**src/rtl/piso_serializer_32.sv**
```systemverilog
// ---------------------------------------------------------------------------
// piso_serializer_32
//   Parallel-in / serial-out reader for a register word. One WIDTH-bit word is
//   accepted over an in_valid/in_ready handshake and replayed one bit per
//   accepted beat over an out_valid/out_ready handshake. out_last marks the
//   final beat of the word. Words never overlap: one idle cycle (in_ready=1)
//   separates consecutive words.
//
// Parameters
//   WIDTH      word width in bits (2..64)
//   MSB_FIRST  1: bit WIDTH-1 goes out first, 0: bit 0 goes out first
//
// Optional build macro
//   PISO_PARITY_EN  append one extra beat carrying the even parity (XOR) of
//                   the loaded word; out_last then marks the parity beat.
//
// Ports
//   clk        clock, all state changes on the rising edge
//   rst_n      asynchronous active-low reset
//   in_data    parallel word to serialize
//   in_valid   in_data is valid
//   in_ready   serializer can accept a word
//   out_bit    current serial bit
//   out_valid  out_bit is valid
//   out_ready  sink accepts out_bit this cycle
//   out_last   current beat is the final beat of the word
//   busy       a word is in flight
// ---------------------------------------------------------------------------
module piso_serializer_32 #(
  parameter int WIDTH     = 32,
  parameter bit MSB_FIRST = 1'b1
) (
  input  logic             clk,
  input  logic             rst_n,
  input  logic [WIDTH-1:0] in_data,
  input  logic             in_valid,
  output logic             in_ready,
  output logic             out_bit,
  output logic             out_valid,
  input  logic             out_ready,
  output logic             out_last,
  output logic             busy
);

  localparam int CNT_W = $clog2(WIDTH + 1);

`ifdef PISO_PARITY_EN
  // Counter value WIDTH..1 selects data beats, 0 selects the parity beat.
  localparam logic [CNT_W-1:0] CNT_LOAD = CNT_W'(WIDTH);
`else
  localparam logic [CNT_W-1:0] CNT_LOAD = CNT_W'(WIDTH - 1);
`endif

  typedef enum logic {
    IDLE  = 1'b0,
    SHIFT = 1'b1
  } state_t;

  state_t             state_q, state_d;
  logic [WIDTH-1:0]   shreg_q, shreg_d;
  logic [CNT_W-1:0]   cnt_q, cnt_d;
  // Low only between reset release and the first clock edge, so in_ready
  // stays low through reset and rises on the first cycle afterwards.
  logic               live_q;
  logic               load;
  logic               beat;
  logic               data_bit;

`ifdef PISO_PARITY_EN
  logic               par_q, par_d;
`endif

  // Move the word one position toward the output end, zero-filling behind.
  function automatic logic [WIDTH-1:0] shift_one(input logic [WIDTH-1:0] v);
    if (MSB_FIRST) begin
      return {v[WIDTH-2:0], 1'b0};
    end else begin
      return {1'b0, v[WIDTH-1:1]};
    end
  endfunction

  assign data_bit = MSB_FIRST ? shreg_q[WIDTH-1] : shreg_q[0];

  // Next-state and output decode
  always_comb begin
    state_d   = state_q;
    shreg_d   = shreg_q;
    cnt_d     = cnt_q;
    load      = 1'b0;
    beat      = 1'b0;
    in_ready  = 1'b0;
    out_valid = 1'b0;
    out_bit   = 1'b0;
    out_last  = 1'b0;
    busy      = 1'b0;
`ifdef PISO_PARITY_EN
    par_d     = par_q;
`endif

    unique case (state_q)
      IDLE: begin
        in_ready = live_q;
        load     = live_q & in_valid;
        if (load) begin
          shreg_d = in_data;
          cnt_d   = CNT_LOAD;
          state_d = SHIFT;
`ifdef PISO_PARITY_EN
          par_d   = ^in_data;
`endif
        end
      end
      SHIFT: begin
        out_valid = 1'b1;
        busy      = 1'b1;
        out_last  = (cnt_q == '0);
`ifdef PISO_PARITY_EN
        out_bit   = (cnt_q == '0) ? par_q : data_bit;
`else
        out_bit   = data_bit;
`endif
        beat = out_ready;
        if (beat) begin
          shreg_d = shift_one(shreg_q);
          if (cnt_q == '0) begin
            state_d = IDLE;
          end else begin
            cnt_d = cnt_q - CNT_W'(1);
          end
        end
      end
      default: state_d = IDLE;
    endcase
  end

  // State register
  always_ff @(posedge clk or negedge rst_n) begin
    if (!rst_n) begin
      state_q <= IDLE;
      shreg_q <= '0;
      cnt_q   <= '0;
      live_q  <= 1'b0;
`ifdef PISO_PARITY_EN
      par_q   <= 1'b0;
`endif
    end else begin
      state_q <= state_d;
      shreg_q <= shreg_d;
      cnt_q   <= cnt_d;
      live_q  <= 1'b1;
`ifdef PISO_PARITY_EN
      par_q   <= par_d;
`endif
    end
  end

endmodule
```
**config.mk**
```make
export PLATFORM = sky130hd
export DESIGN_NAME = piso_serializer_32
export DESIGN_NICKNAME = d
export VERILOG_FILES = /design/src/rtl/piso_serializer_32.sv
export SDC_FILE = /design/constraint.sdc
export NUM_CORES = 1
export LEC_CHECK = 0
export ABC_CLOCK_PERIOD_IN_PS = 1500
export CORE_MARGIN = 1.5
export CORE_UTILIZATION = 45
export DETAILED_ROUTE_END_ITERATION = 6
export GPL_ROUTABILITY_DRIVEN = 0
export PLACE_DENSITY = 0.75
export SLEW_MARGIN = 20
export SYNTH_ARGS = -nofsm -noshare
export SYNTH_HDL_FRONTEND = slang
export SYNTH_SLANG_ARGS = --single-unit
```
**constraint.sdc**
```tcl
create_clock -name clk -period 1.5 [get_ports clk]
set_input_delay 0.3 -clock clk [delete_from_list [all_inputs] [get_ports clk]]
set_output_delay 0.3 -clock clk [all_outputs]
set_load 0.1 [all_outputs]
```
Word level (Yosys, flattened, before mapping)

Cells that the tools add are included.

Logic and storage cells: 28
Input port bits: 36
Output and inout bits: 5
Register bits: 40

Reductions and logical operators: 3
Bitwise logic cells: 2
Equality and inequality tests: 3
Add/subtract/negate cells: 1
Muxes and demuxes: 15

Operators by type and width:

| kind                  | number |
|---|---|
| $mux W32              | 2 |
| $pmux W32 S2          | 1 |
| $mux W6               | 3 |
| $pmux W6 S2           | 1 |
| $mux W1               | 7 |
| $logic_not A6 Y1      | 1 |
| $ne A2 B2 Y1 const B  | 3 |
| $sub A6 B1 Y6 const B | 1 |
| $reduce_and A3 Y1     | 1 |
| $pmux W1 S2           | 1 |
| $reduce_and A2 Y1     | 1 |
| $and A1 B1 Y1         | 1 |
| $not A1 Y1            | 1 |

Depth between registers and ports, before layout

Word-level depth: 4
Mapped depth: 6
Mapped depth without buffers: 6

Least setup slack after synthesis

Ideal clock, no wire load.

Kind: register to register
From: register state_q
To: register shreg_q[0]
Cell stages (with the launch flop): 6
Required time: 1435 ps
Slack: -1376 ps
Arrival time: 2811 ps
Path buffers: 1
Setup time: 65 ps
Clock period less this slack: 2876 ps
Cells stage by stage: dfrtp_1 buf_2 nor2b_1 and2_1 nand2_1 nand2_1

Word-level cells in the longest chain between the ends: 3
Elaborated cells on any way between the ends: 5
Those cells by class: eq/ne (2); mux (1); bitwise (1); reduce/logical (1)

Ends and longest elaborated chain:

| element                            | RTL line | text |
|---|---|---|
| start, declared                    | 59       | `state_t state_q, state_d;` |
| start signal, assigned             | 147      | `state_q <= state_d;` |
| $not A1 Y1                         | -        |  |
| $ne A2 B2 Y1 (no source line)      | -        |  |
| $reduce_and A2 Y1 (no source line) | -        |  |
| end signal, assigned               | 148      | `shreg_q <= shreg_d;` |
| end, declared                      | 60       | `logic [WIDTH-1:0] shreg_q, shreg_d;` |

Parallel ways exist; a longest one is shown, timed or not.
A chain may end at the register's enable or synchronous reset.

Final worst setup path

From: register cnt_q[4]
To: output port out_last

Word-level cells in the longest chain between the ends: 2

Ends and longest elaborated chain:

| element                | RTL line | text |
|---|---|---|
| start, declared        | 61       | `logic [CNT_W-1:0] cnt_q, cnt_d;` |
| start signal, assigned | 149      | `cnt_q <= cnt_d;` |
| $logic_not A6 Y1       | 116      | `out_last = (cnt_q == '0);` |
| $mux W1                | 100      | `unique case (state_q)` |
| end, declared          | 41       | `output logic out_last,` |

No other way between the ends.

==> impl_metrics.yaml <==
synthesis:
  syn_nets: 232
  synth-edff-count: 0
  synth_cells: 194
  yosysSeqAreaShare: 0.509
  yosysWarnings: 0
  synth_cell_types: 32
  synth_seq_cells: 40
  syn-cell-area_um2: 1970
  ys.flop_type: "dfrtp_1"
  synth_async_sr_flop_share: 1.00
  avgSynthCellArea_um2: 10.1
finish:
  insertedDiodeCount: 0
  fillCellCount: 312
  finish.instance_area_um2: 2930
  drive_gt1_frac: 0.238
  layout_commonest_cell: "dfrtp_1"
  area_growth_pct: 49.1
  final_cell_mix: "dfrtp_1 (39), clkdlybuf4s50_1 (34), nor2_1 (32)"
  utilization: 0.718
  regArea_um2: 1000
  multi_input_area_um2: 965
  layout.nets: 297
clock_tree:
  cts_tree: "done"
  root_buffer: "clkbuf_8"
  cts_max_level: 2
  cts_buffer_depth: 2
  path_clk_slew_ns: 0.08
  clk_latency_ns: 0.29
  cts.sinks: 40
  cts_buffers: 5
floorplan:
  coreArea_um2: 4090
  pin_count: 41
  row_count: 23
  dieArea_um2: 4780
  die_x_um: 69.1
  start_util: 0.481
  die_height_um: 69.1
detailed_routing:
  drt_iter0_markers: 97
  top_layer: "met4"
  avgRoutedWirePerCell_um: 14.9
  dr.pass1.iters: 4
  dr_total_vias: 1631
  viasPerCell: 5.26
  drtAntennaViolNets: 0
  drc: 0
  wl_met2_mm: 2.27
  wl_met1_mm: 2.04
  wirelength_mm: 4.62
  wl_met3_um: 214
power_and_ir_drop:
  swShare: 0.389
  clkPwrFrac: 0.139
  p_sw_mw: 2.40
  peakVddDrop_mv: 1.78
  total_power_mw: 6.17
  p_leak_nw: 1.41
  p_int_mw: 3.77
  p_per_area_nw_per_um2: 2100
  comb_power_share: 0.566
  pwr-share-seq: 0.295
global_routing:
  grt_usage: 0.185
  grt_pass1_wl_mm: 7.11
  grt_remaining_overflow: 0
  grt_max_degree: 47
  grt_pass1_vias: 1603
  antenna_found_initial: 0
timing:
  finalCritPeriodShare: 1.20
  hold-worst-slack_ns: 0.427
  fmax_mhz: 557
  fin_worst_skew_ns: 0.00777
  period_minus_slack_ns: 1.79
  setup_viol: 5
  slew_violations: 0
  fin_ws_ns: -0.294
  rsz0062_at_grt: "yes"
  hold_violations: 0
hold_path:
  min_path_type: "in -> async"
setup_path:
  arrival_ns: 1.49
  required_ns: 1.20
  timing.rr.end: "cnt_q[4]"
  cp-end-kind: "output port"
  r2r_cells: 7
  crit_path_start_kind: "flop"
  rr_startpoint: "cnt_q[1]"
  critPathMaxFanout: 2
  rrSetupSlack_ns: -0.12
  path_class: "reg -> out"
run_status:
  violations: "negative setup slack"
  status: "complete, but fails checks"
placed_design:
  port_buffers: 40
  placed_area_um2: 2620
  hpwl_mm: 2.76
flow_run:
  cap_violations: 0
==> area by class of cell <==
class                           instances  area share
Inverter                                4     0.00512
Clock buffer                            6      0.0247
Multi-Input combinational cell        138       0.329
Tap cell                               50      0.0213
Timing Repair Buffer                   70       0.265
Clock inverter                          2      0.0119
Sequential cell                        40       0.343
==> critical path, cell delays in order, from the launching register on <==
cell     delay (ns)
dfrtp_1        0.42
nor3_2         0.25
and3_4         0.22
and2_4         0.15
buf_12         0.16
==> per-layer routing <==
| layer | up-vias | GRT usage |
|---|---|---|
| met2 | 48 | 0.313 |
| met1 | 770 | 0.237 |
| met4 | 0 | 0.0654 |
| met5 | - | 0 |
| li1 | 802 | - |
| met3 | 11 | 0.0351 |
==> repair_timing <==
item | in CTS | in global routing
hold endpoints to repair | 12 | 0
resized for setup | 2 | 11
hold buffers | 1 | 0
gates cloned | 1 | 2
pin swaps | 2 | 2
endpoints found under the setup margin | 7 | 15
buffers inserted | 6 | 2
==> worst max-delay path by stage <==
stage,from,to
after global placement,out_ready,cnt_q[5]
final,cnt_q[4],out_last
after CTS,cnt_q[4],out_last
after floorplan,state_q,shreg_q[0]
after detailed placement,out_ready,cnt_q[4]
after global routing,cnt_q[3],out_last
==> registers in the layout (all words and copies together) (netlist names) <==
name	count
shreg_q	32
cnt_q	6
live_q	1
state_q	1
==> cell families (layout without fill, tap and decap cells) <==
group	Yosys count	count (layout)	share of synthesized area
other	1	1	0.00191
adder cells (fa/ha/maj)	2	2	0.0127
buffers and inverters	16	82	0.0388
multiplexers	31	31	0.158
flip-flops	40	40	0.509
AO/OA/AOI/OAI	41	41	0.120
AND/OR/NAND/NOR	63	63	0.160
==> power by group through the flow <==
stage	clock (mW)	sequential, mW	combinational (mW)
final	0.859	1.82	3.49
after global routing	0.915	1.87	3.76
after CTS	0.882	1.80	3.23
after detailed placement	0	1.82	2.95
after global placement	0	1.80	2.89
after floorplan	0	1.86	2.00
==> Yosys cell counts, drive strengths merged (3+ instances only) <==
cell | n | share of area
buf | 12 | 0.031
dfrtp | 40 | 0.51
inv | 4 | 0.0076
a21oi | 31 | 0.079
mux2i | 31 | 0.16
nor2 | 34 | 0.065
nor3 | 6 | 0.015
nand2 | 7 | 0.015
and2 | 3 | 0.0095
==> per-stage QoR <==
stage	setup slack (ns)	setup TNS, ns	std cells
detailed placement	-0.185	-4.33	290
global route	-0.328	-0.904	310
global placement	-0.163	-3.58	290
CTS	-0.226	-0.515	306
finish	-0.294	-0.635	310
floorplan	-0.208	-1.96	194
Note: power is estimated with default switching activity, not from simulation.
